===== src/rtl/apb2axi_bridge_single_if.sv =====
// Bus bundle for apb2axi_bridge_single: APB slave side plus single-beat AXI master side.
// modport slave is the bridge's view; modport master is the surrounding system's view.
interface apb2axi_bridge_single_if #(
  parameter int unsigned ADDR_W = 32,
  parameter int unsigned ID_W   = 4
);
  // APB
  logic              psel, penable, pwrite;
  logic [ADDR_W-1:0] paddr;
  logic [31:0]       pwdata;
  logic [3:0]        pstrb;
  logic [2:0]        pprot;
  logic [31:0]       prdata;
  logic              pready, pslverr;
  // AXI write address / data / response
  logic [ID_W-1:0]   awid;
  logic [ADDR_W-1:0] awaddr;
  logic [3:0]        awlen;
  logic [2:0]        awsize;
  logic [1:0]        awburst, awlock;
  logic [3:0]        awcache;
  logic [2:0]        awprot;
  logic              awvalid, awready;
  logic [ID_W-1:0]   wid;
  logic [31:0]       wdata;
  logic [3:0]        wstrb;
  logic              wlast, wvalid, wready;
  logic [ID_W-1:0]   bid;
  logic [1:0]        bresp;
  logic              bvalid, bready;
  // AXI read address / data
  logic [ID_W-1:0]   arid;
  logic [ADDR_W-1:0] araddr;
  logic [3:0]        arlen;
  logic [2:0]        arsize;
  logic [1:0]        arburst, arlock;
  logic [3:0]        arcache;
  logic [2:0]        arprot;
  logic              arvalid, arready;
  logic [ID_W-1:0]   rid;
  logic [31:0]       rdata;
  logic [1:0]        rresp;
  logic              rlast, rvalid, rready;

  modport slave (
    input  psel, penable, pwrite, paddr, pwdata, pstrb, pprot,
    output prdata, pready, pslverr,
    output awid, awaddr, awlen, awsize, awburst, awlock, awcache, awprot, awvalid,
    input  awready,
    output wid, wdata, wstrb, wlast, wvalid,
    input  wready,
    input  bid, bresp, bvalid,
    output bready,
    output arid, araddr, arlen, arsize, arburst, arlock, arcache, arprot, arvalid,
    input  arready,
    input  rid, rdata, rresp, rlast, rvalid,
    output rready
  );

  modport master (
    output psel, penable, pwrite, paddr, pwdata, pstrb, pprot,
    input  prdata, pready, pslverr,
    input  awid, awaddr, awlen, awsize, awburst, awlock, awcache, awprot, awvalid,
    output awready,
    input  wid, wdata, wstrb, wlast, wvalid,
    output wready,
    output bid, bresp, bvalid,
    input  bready,
    input  arid, araddr, arlen, arsize, arburst, arlock, arcache, arprot, arvalid,
    output arready,
    output rid, rdata, rresp, rlast, rvalid,
    input  rready
  );
endinterface


===== src/rtl/apb2axi_bridge_single.sv =====
// APB slave to AXI master bridge: one APB transfer becomes one single-beat 32-bit AXI
// read or write, with the APB access phase held until the AXI response returns.
module apb2axi_bridge_single #(
  parameter int unsigned     ADDR_W = 32,
  parameter int unsigned     ID_W   = 4,
  parameter logic [ID_W-1:0] AXI_ID = '0
) (
  input logic                    clk,
  input logic                    rst_n,
  apb2axi_bridge_single_if.slave bus
);

  typedef enum logic [2:0] {IDLE, W_REQ, W_RESP, R_REQ, R_RESP, DONE} state_e;

  state_e            state_q;
  logic [ADDR_W-1:0] addr_q;
  logic [31:0]       wdata_q, prdata_q;
  logic [3:0]        strb_q;
  logic [2:0]        prot_q;
  logic              awvalid_q, wvalid_q, arvalid_q, bready_q, rready_q;
  logic              pready_q, pslverr_q;
  logic              aw_done, w_done;
  logic              unused_ids;

  // A channel counts as done once its valid has dropped or is being accepted this cycle.
  assign aw_done    = ~awvalid_q | bus.awready;
  assign w_done     = ~wvalid_q | bus.wready;
  assign unused_ids = ^{bus.bid, bus.rid};

  always_ff @(posedge clk or negedge rst_n) begin
    if (!rst_n) begin
      state_q   <= IDLE;
      addr_q    <= '0;
      wdata_q   <= '0;
      strb_q    <= '0;
      prot_q    <= '0;
      prdata_q  <= '0;
      awvalid_q <= 1'b0;
      wvalid_q  <= 1'b0;
      arvalid_q <= 1'b0;
      bready_q  <= 1'b0;
      rready_q  <= 1'b0;
      pready_q  <= 1'b0;
      pslverr_q <= 1'b0;
    end else begin
      case (state_q)
        IDLE: begin
          if (bus.psel && !bus.penable) begin
            addr_q  <= {bus.paddr[ADDR_W-1:2], 2'b00};
            wdata_q <= bus.pwdata;
            strb_q  <= (bus.pstrb == '0) ? '1 : bus.pstrb;
            prot_q  <= bus.pprot;
            if (bus.pwrite) begin
              state_q   <= W_REQ;
              awvalid_q <= 1'b1;
              wvalid_q  <= 1'b1;
            end else begin
              state_q   <= R_REQ;
              arvalid_q <= 1'b1;
            end
          end
        end
        W_REQ: begin
          if (bus.awready) awvalid_q <= 1'b0;
          if (bus.wready)  wvalid_q  <= 1'b0;
          if (aw_done && w_done) begin
            state_q  <= W_RESP;
            bready_q <= 1'b1;
          end
        end
        W_RESP: begin
          if (bus.bvalid) begin
            bready_q  <= 1'b0;
            pslverr_q <= bus.bresp[1];
            pready_q  <= 1'b1;
            state_q   <= DONE;
          end
        end
        R_REQ: begin
          if (bus.arready) begin
            arvalid_q <= 1'b0;
            rready_q  <= 1'b1;
            state_q   <= R_RESP;
          end
        end
        R_RESP: begin
          if (bus.rvalid) begin
            rready_q  <= 1'b0;
            prdata_q  <= bus.rdata;
            pslverr_q <= bus.rresp[1] | ~bus.rlast;
            pready_q  <= 1'b1;
            state_q   <= DONE;
          end
        end
        DONE: begin
          pready_q  <= 1'b0;
          pslverr_q <= 1'b0;
          state_q   <= IDLE;
        end
        default: state_q <= IDLE;
      endcase
    end
  end

  assign bus.prdata  = prdata_q;
  assign bus.pready  = pready_q;
  assign bus.pslverr = pslverr_q;

  assign bus.awid    = AXI_ID;
  assign bus.awaddr  = addr_q;
  assign bus.awlen   = 4'd0;
  assign bus.awsize  = 3'b010;
  assign bus.awburst = 2'b01;
  assign bus.awlock  = 2'b00;
  assign bus.awcache = 4'd0;
  assign bus.awprot  = prot_q;
  assign bus.awvalid = awvalid_q;

  assign bus.wid     = AXI_ID;
  assign bus.wdata   = wdata_q;
  assign bus.wstrb   = strb_q;
  assign bus.wlast   = 1'b1;
  assign bus.wvalid  = wvalid_q;

  assign bus.bready  = bready_q;

  assign bus.arid    = AXI_ID;
  assign bus.araddr  = addr_q;
  assign bus.arlen   = 4'd0;
  assign bus.arsize  = 3'b010;
  assign bus.arburst = 2'b01;
  assign bus.arlock  = 2'b00;
  assign bus.arcache = 4'd0;
  assign bus.arprot  = prot_q;
  assign bus.arvalid = arvalid_q;

  assign bus.rready  = rready_q;

endmodule


===== src/flat_wrapper.sv =====
// flat-port wrapper written by rule: the top's interface ports become plain ports
module apb2axi_bridge_single_flat 
#(
  parameter int unsigned     ADDR_W = 32,
  parameter int unsigned     ID_W   = 4,
  parameter logic [ID_W-1:0] AXI_ID = '0
)
  (clk, rst_n, bus_psel, bus_penable, bus_pwrite, bus_paddr, bus_pwdata, bus_pstrb, bus_pprot, bus_prdata, bus_pready, bus_pslverr, bus_awid, bus_awaddr, bus_awlen, bus_awsize, bus_awburst, bus_awlock, bus_awcache, bus_awprot, bus_awvalid, bus_awready, bus_wid, bus_wdata, bus_wstrb, bus_wlast, bus_wvalid, bus_wready, bus_bid, bus_bresp, bus_bvalid, bus_bready, bus_arid, bus_araddr, bus_arlen, bus_arsize, bus_arburst, bus_arlock, bus_arcache, bus_arprot, bus_arvalid, bus_arready, bus_rid, bus_rdata, bus_rresp, bus_rlast, bus_rvalid, bus_rready);
  apb2axi_bridge_single_if #(.ADDR_W(ADDR_W), .ID_W(ID_W)) bus_i ();
  input logic clk;
  input logic rst_n;
  input wire logic [$bits(bus_i.psel)-1:0] bus_psel;
  input wire logic [$bits(bus_i.penable)-1:0] bus_penable;
  input wire logic [$bits(bus_i.pwrite)-1:0] bus_pwrite;
  input wire logic [$bits(bus_i.paddr)-1:0] bus_paddr;
  input wire logic [$bits(bus_i.pwdata)-1:0] bus_pwdata;
  input wire logic [$bits(bus_i.pstrb)-1:0] bus_pstrb;
  input wire logic [$bits(bus_i.pprot)-1:0] bus_pprot;
  output wire logic [$bits(bus_i.prdata)-1:0] bus_prdata;
  output wire logic [$bits(bus_i.pready)-1:0] bus_pready;
  output wire logic [$bits(bus_i.pslverr)-1:0] bus_pslverr;
  output wire logic [$bits(bus_i.awid)-1:0] bus_awid;
  output wire logic [$bits(bus_i.awaddr)-1:0] bus_awaddr;
  output wire logic [$bits(bus_i.awlen)-1:0] bus_awlen;
  output wire logic [$bits(bus_i.awsize)-1:0] bus_awsize;
  output wire logic [$bits(bus_i.awburst)-1:0] bus_awburst;
  output wire logic [$bits(bus_i.awlock)-1:0] bus_awlock;
  output wire logic [$bits(bus_i.awcache)-1:0] bus_awcache;
  output wire logic [$bits(bus_i.awprot)-1:0] bus_awprot;
  output wire logic [$bits(bus_i.awvalid)-1:0] bus_awvalid;
  input wire logic [$bits(bus_i.awready)-1:0] bus_awready;
  output wire logic [$bits(bus_i.wid)-1:0] bus_wid;
  output wire logic [$bits(bus_i.wdata)-1:0] bus_wdata;
  output wire logic [$bits(bus_i.wstrb)-1:0] bus_wstrb;
  output wire logic [$bits(bus_i.wlast)-1:0] bus_wlast;
  output wire logic [$bits(bus_i.wvalid)-1:0] bus_wvalid;
  input wire logic [$bits(bus_i.wready)-1:0] bus_wready;
  input wire logic [$bits(bus_i.bid)-1:0] bus_bid;
  input wire logic [$bits(bus_i.bresp)-1:0] bus_bresp;
  input wire logic [$bits(bus_i.bvalid)-1:0] bus_bvalid;
  output wire logic [$bits(bus_i.bready)-1:0] bus_bready;
  output wire logic [$bits(bus_i.arid)-1:0] bus_arid;
  output wire logic [$bits(bus_i.araddr)-1:0] bus_araddr;
  output wire logic [$bits(bus_i.arlen)-1:0] bus_arlen;
  output wire logic [$bits(bus_i.arsize)-1:0] bus_arsize;
  output wire logic [$bits(bus_i.arburst)-1:0] bus_arburst;
  output wire logic [$bits(bus_i.arlock)-1:0] bus_arlock;
  output wire logic [$bits(bus_i.arcache)-1:0] bus_arcache;
  output wire logic [$bits(bus_i.arprot)-1:0] bus_arprot;
  output wire logic [$bits(bus_i.arvalid)-1:0] bus_arvalid;
  input wire logic [$bits(bus_i.arready)-1:0] bus_arready;
  input wire logic [$bits(bus_i.rid)-1:0] bus_rid;
  input wire logic [$bits(bus_i.rdata)-1:0] bus_rdata;
  input wire logic [$bits(bus_i.rresp)-1:0] bus_rresp;
  input wire logic [$bits(bus_i.rlast)-1:0] bus_rlast;
  input wire logic [$bits(bus_i.rvalid)-1:0] bus_rvalid;
  output wire logic [$bits(bus_i.rready)-1:0] bus_rready;
  assign bus_i.psel = bus_psel;
  assign bus_i.penable = bus_penable;
  assign bus_i.pwrite = bus_pwrite;
  assign bus_i.paddr = bus_paddr;
  assign bus_i.pwdata = bus_pwdata;
  assign bus_i.pstrb = bus_pstrb;
  assign bus_i.pprot = bus_pprot;
  assign bus_prdata = bus_i.prdata;
  assign bus_pready = bus_i.pready;
  assign bus_pslverr = bus_i.pslverr;
  assign bus_awid = bus_i.awid;
  assign bus_awaddr = bus_i.awaddr;
  assign bus_awlen = bus_i.awlen;
  assign bus_awsize = bus_i.awsize;
  assign bus_awburst = bus_i.awburst;
  assign bus_awlock = bus_i.awlock;
  assign bus_awcache = bus_i.awcache;
  assign bus_awprot = bus_i.awprot;
  assign bus_awvalid = bus_i.awvalid;
  assign bus_i.awready = bus_awready;
  assign bus_wid = bus_i.wid;
  assign bus_wdata = bus_i.wdata;
  assign bus_wstrb = bus_i.wstrb;
  assign bus_wlast = bus_i.wlast;
  assign bus_wvalid = bus_i.wvalid;
  assign bus_i.wready = bus_wready;
  assign bus_i.bid = bus_bid;
  assign bus_i.bresp = bus_bresp;
  assign bus_i.bvalid = bus_bvalid;
  assign bus_bready = bus_i.bready;
  assign bus_arid = bus_i.arid;
  assign bus_araddr = bus_i.araddr;
  assign bus_arlen = bus_i.arlen;
  assign bus_arsize = bus_i.arsize;
  assign bus_arburst = bus_i.arburst;
  assign bus_arlock = bus_i.arlock;
  assign bus_arcache = bus_i.arcache;
  assign bus_arprot = bus_i.arprot;
  assign bus_arvalid = bus_i.arvalid;
  assign bus_i.arready = bus_arready;
  assign bus_i.rid = bus_rid;
  assign bus_i.rdata = bus_rdata;
  assign bus_i.rresp = bus_rresp;
  assign bus_i.rlast = bus_rlast;
  assign bus_i.rvalid = bus_rvalid;
  assign bus_rready = bus_i.rready;
  apb2axi_bridge_single #(.ADDR_W(ADDR_W), .ID_W(ID_W), .AXI_ID(AXI_ID)) u_core (.clk(clk), .rst_n(rst_n), .bus(bus_i));
endmodule

===== config.mk =====
export PLATFORM = sky130hd
export DESIGN_NAME = apb2axi_bridge_single_flat
export DESIGN_NICKNAME = d
export VERILOG_FILES = /design/src/rtl/apb2axi_bridge_single_if.sv /design/src/rtl/apb2axi_bridge_single.sv /design/src/flat_wrapper.sv
export SDC_FILE = /design/constraint.sdc
export NUM_CORES = 1
export LEC_CHECK = 0
export CAP_MARGIN = 20
export CORE_MARGIN = 8
export CORE_UTILIZATION = 36
export DETAILED_ROUTE_END_ITERATION = 6
export GPL_ROUTABILITY_DRIVEN = 0
export GPL_TIMING_DRIVEN = 0
export PLACE_DENSITY = 0.89
export SETUP_SLACK_MARGIN = 0.02
export SYNTH_ARGS = -nofsm -noshare
export SYNTH_HDL_FRONTEND = slang
export SYNTH_SLANG_ARGS = --single-unit

===== constraint.sdc =====
create_clock -name clk -period 3.9 [get_ports clk]
set_input_delay 0.585 -clock clk [delete_from_list [all_inputs] [get_ports clk]]
set_output_delay 0.585 -clock clk [all_outputs]
set_load 0.02 [all_outputs]

---- Word-level counts from Yosys, hierarchy flattened ----
Index checks and enable logic that the tools add are counted.
word-level totals
  word-level logic and storage cells ...... 82
  register bits after elaboration ......... 111
  output and inout bits ................... 188
operators by class
  bitwise operators ....................... 6
  multiplexer cells ....................... 30
  reduce and logical (&&, ||, !) cells .... 19
  eq/ne operators ......................... 14
operators with widths
  cell                  count
  $mux W1               15
  $mux W3               5
  $pmux W3 S5           1
  $ne A2 B2 Y1 const B  7
  $reduce_and A4 Y1     3
  $pmux W1 S2           5
  $reduce_and A3 Y1     3
  $reduce_bool A2 Y1    4
  $eq A3 B2 Y1 const B  2
  $eq A3 B3 Y1 const B  2
  $pmux W1 S3           2
  $reduce_and A5 Y1     1
  $logic_not A4 Y1      1
  $mux W4               1
  $ne A2 B1 Y1 const B  2
  $reduce_and A2 Y1     2
  $eq A3 B1 Y1 const B  1
  $logic_not A3 Y1      1
  $not A1 Y1            3
  $or A1 B1 Y1          3
  $reduce_bool A3 Y1    1
  $logic_and A1 B1 Y1   2
  $mux W2               1
  $logic_not A1 Y1      1

---- Logic depth before layout (Yosys ltp) ----
  word-level depth ........................ 5
  mapped depth ............................ 5
  gate-level depth less buffers ........... 3

---- Worst setup path after synthesis ----
OpenSTA, ideal clock, no wires.
  path kind ............................... input to register
  start point ............................. input bus_penable
  end point ............................... register u_core.wdata_q[14] (netlist: u_core.bus.wdata[14])
  buffers on the path ..................... 2
  stages .................................. 5
  setup slack ............................. 1.963 ns
  library setup time ...................... 0.127 ns
  arrival ................................. 1.810 ns
  cells stage by stage .................... or3b_1 nor3_4 buf_6 buf_6 mux2_1
between the ends
  longest elaborated chain between the ends .. 3
ends and longest elaborated chain
  item                                RTL line                     source
  start: declaration                  flat_wrapper.sv:13           input wire logic [$bits(bus_i.penable)-1:0] bus_penable;
  $logic_not A1 Y1                    apb2axi_bridge_single.sv:48  if (bus.psel && !bus.penable) begin
  $logic_and A1 B1 Y1                 apb2axi_bridge_single.sv:48
  $reduce_and A2 Y1 (no source line)  --
  end signal: assignment              apb2axi_bridge_single.sv:50  wdata_q <= bus.pwdata;
  end: declaration                    apb2axi_bridge_single.sv:17  logic [31:0] wdata_q, prdata_q;
No other way between the ends.
A chain may end at the register's enable or synchronous reset.

---- Worst setup path after layout ----
  start point ............................. input bus_psel
  end point ............................... register u_core.wdata_q[15] (netlist: u_core.bus.wdata[15])
between the ends
  longest elaborated chain between the ends .. 2
ends and longest elaborated chain
  item                                RTL line                     source
  start: declaration                  flat_wrapper.sv:12           input wire logic [$bits(bus_i.psel)-1:0] bus_psel;
  $logic_and A1 B1 Y1                 apb2axi_bridge_single.sv:48
  $reduce_and A2 Y1 (no source line)  --
No other way between the ends.

==> results.md <==
* Status: completed
* Final Hold Viols at 0
* Post-cts resize count at 0
* Remaining DRCs at 0
* CTS tree: done
* Ys Warns at 0
* Die X at 134 um
* Critical path data arrival time at 2590 ps
* Worst setup EP type: register
* Slowest stage delay, CP at 520 ps
* Slew Viols, Final at 0
* Final Critical Period at 2370 ps
* # setup viols final at 0
* Total number of vias at 3860
* Origin of the worst setup path: bus_psel
* Worst setup slack after layout at 1530 ps
* Cell area power density at 834 mW/mm2
* VDD IR max at 0.407 mV
* First-pass DRT Iterations at 4
* Core area at 0.0137 mm2
* Layout Skew at 8.37 ps
* Global route overflow at 0
* Type of the worst min-delay path: in2async
* DIE HEIGHT at 134 um
* Initial DRC Count at 136
* R2r endpoint: u_core.bus.wdata[15]
* Die area at 0.0178 mm2
* Sequential share of power at 30.7%
* Pin count of the biggest net entering global routing at 61
* Final WL at 15.5 mm
* Most frequent CP cell: buf_6
* Critical path launch point type: input port
* Clk root buf: clkbuf_16
* Routed vias/inst at 4.46
* Placed insts at 850
* Initial antenna violation count at 0
* Seq/Total Area, Yosys at 55.8%
* Yosys top cell by area: dfrtp_1
* Gr usage total at 17.1%
* Final period util at 60.7%
* Worst r2r path cells at 5
* Final nets at 807
* RSZ-0062 raised after global routing: false
* Skew-Pair Late Insertion Delay at 340 ps
* H-tree depth at 3
* Psw at 2.60 mW
* Antenna-violating nets left at 0
* Cell Chain, Critical Path: clkdlybuf4s50_1, or3b_1, nor3_4, buf_6, buf_6, mux2_1
* Power, Total at 6.84 mW
* Cts hold-fix bufs at 0
* Starting Density at 36.4%
* Clock Path Buffers at 2
* CTS sink count at 111
* P&R area growth vs syn at 64.8%
* Synthesized cell area at 0.00497 mm2
* Synth unique cells at 31
* Place WS at 1090 ps
* Final Non-Filler Cells at 865
* Static Leak at 3.59 nW
* Avg Inst Size Synth at 13.4 um2
* Antenna fix cells at 0
* Critical path type: in2reg
* Layout cells sized above 1 at 29.5%
* Post-DP HPWL at 12.8 mm
* Number of max-cap violations at 0
* Std cell rows at 43
* Top delay family on crit path: buffers and inverters
* #FFs+latches synth at 111
* Fmax at 423 MHz
* WL/cell at 17.9 um
* I/O Pins at 314
* RR Startpoint: u_core.state_q[2]
* IO Port Bufs at 254
* Net Sw Frac at 38.1%
* Cells after synthesis at 370
* Most common cell after layout, fill and taps aside: clkdlybuf4s50_1
* Max transition margin at 50.2%
* Vias in the first global route at 4301
* Combinational power share at 57.0%
* Most frequent cells in the layout: 253 x clkdlybuf4s50_1, 111 x dfrtp_1, 90 x mux2_2
* First-pass GRT wire length at 24.0 mm
* Worst path required time at 4120 ps
* Worst Path Buf+Inv at 3
* Setup slack, reg-to-reg at 1900 ps
* Slowest CP cell: clkdlybuf4s50_1
* CTS clk-pin slew, worst paths at 80 ps
* Clock share of power at 12.3%
* Worst-Margin Slew at 745 ps
* CP max FO at 10
* Num CTS Buffers at 9
* Int Pwr at 4.24 mW
* Synth top area cells: dfrtp_1 56%, mux2_2 20%, buf_4 13%, mux2_1 1.8%, a21oi_1 1.1%
* Post CTS Setup Buffer Count at 0
* Hold WS at 281 ps
* Final core occ at 60.0%
* Area share of the largest cell type after synthesis at 55.8%
==> synth_stat cells, drive strengths merged <==
library cell / n
nand2b: 5
nor3: 7
a31oi: 6
a311oi: 1
buf: 91
dfrtp: 111
conb: 2
nor4b: 1
a2bb2oi: 1
or3b: 1
nand2: 3
inv: 2
a22o: 2
clkbuf: 3
a21oi: 11
o2bb2ai: 1
nor2b: 2
a221oi: 2
nand3: 2
mux2i: 1
nor3b: 3
a31o: 1
or2: 1
nor2: 8
o21ai: 4
mux2: 98
==> worst max-delay path by stage <==
stage                                 to  cells past startpoint  slack, ps
CTS                 u_core.bus.wdata[15]                      6       1470
finish              u_core.bus.wdata[15]                      6       1530
global route        u_core.bus.wdata[17]                      6       1390
global placement    u_core.bus.araddr[8]                      1      -1920
floorplan           u_core.bus.wdata[14]                      5       1960
detailed placement  u_core.bus.wdata[15]                      6       1090
==> state kept, by name (all words and copies together), names as in the netlist <==
signal              flops
u_core.bus.wvalid       1
u_core.state_q          3
u_core.bus.arvalid      1
u_core.bus.awvalid      1
u_core.bus.bready       1
u_core.bus.arprot       3
u_core.bus.pslverr      1
u_core.bus.pready       1
u_core.bus.prdata      32
u_core.bus.rready       1
u_core.bus.wstrb        4
u_core.bus.wdata       32
u_core.bus.araddr      30
==> cell families (layout without fill, tap and decap cells) <==
logic type      after synthesis  in the layout  share of synthesized area, %
compound gates               29             29                          3.67
other cells                   2             47                         0.151
simple gates                 33             33                          3.87
mux                          99             99                          22.4
buf+inv                      96            366                          14.1
flops                       111            111                          55.8
==> per-stage QoR <==
step / setup TNS [ps] / area [um2]
CTS: 0 / 8200
global route: 0 / 8200
global placement: -212230 / 7910
finish: 0 / 8200
floorplan: 0 / 5140
detailed placement: 0 / 7940
==> layout make-up <==
cell class	instances	area [um2]
flip-flops and latches	111	2780
repair buffers	255	2570
well taps	180	225
multi-input cells	208	1670
clock buffers	9	225
fillers	1066	5470
inverters	2	7.51
clock inverters	6	37.5
plain buffers	94	692
==> layer usage <==
| metal | share of wire (%) | track usage, % |
|---|---|---|
| met1 | 35 | 17.3 |
| met2 | 52 | 30.8 |
| met3 | 11 | 7.38 |
| met4 | 1.7 | 5.86 |
| met5 | 0 | 0 |
==> worst reg2reg max path, cell delays in order, from the launching register on <==
cell and delay (ps):
dfrtp_1 380, or3b_1 430, nor3_4 350, buf_6 220, buf_6 160, mux2_1 330
==> power by group through the flow <==
stage | clock (mW) | combinational [mW] | sequential, mW
floorplan | 0 | 1.34 | 2.75
global placement | 0 | 3.86 | 2.07
detailed placement | 0 | 3.95 | 2.12
CTS | 0.872 | 3.96 | 2.11
global route | 0.912 | 4.11 | 2.18
finish | 0.842 | 3.90 | 2.10
No activity file was read; power rests on OpenSTA's default activity.
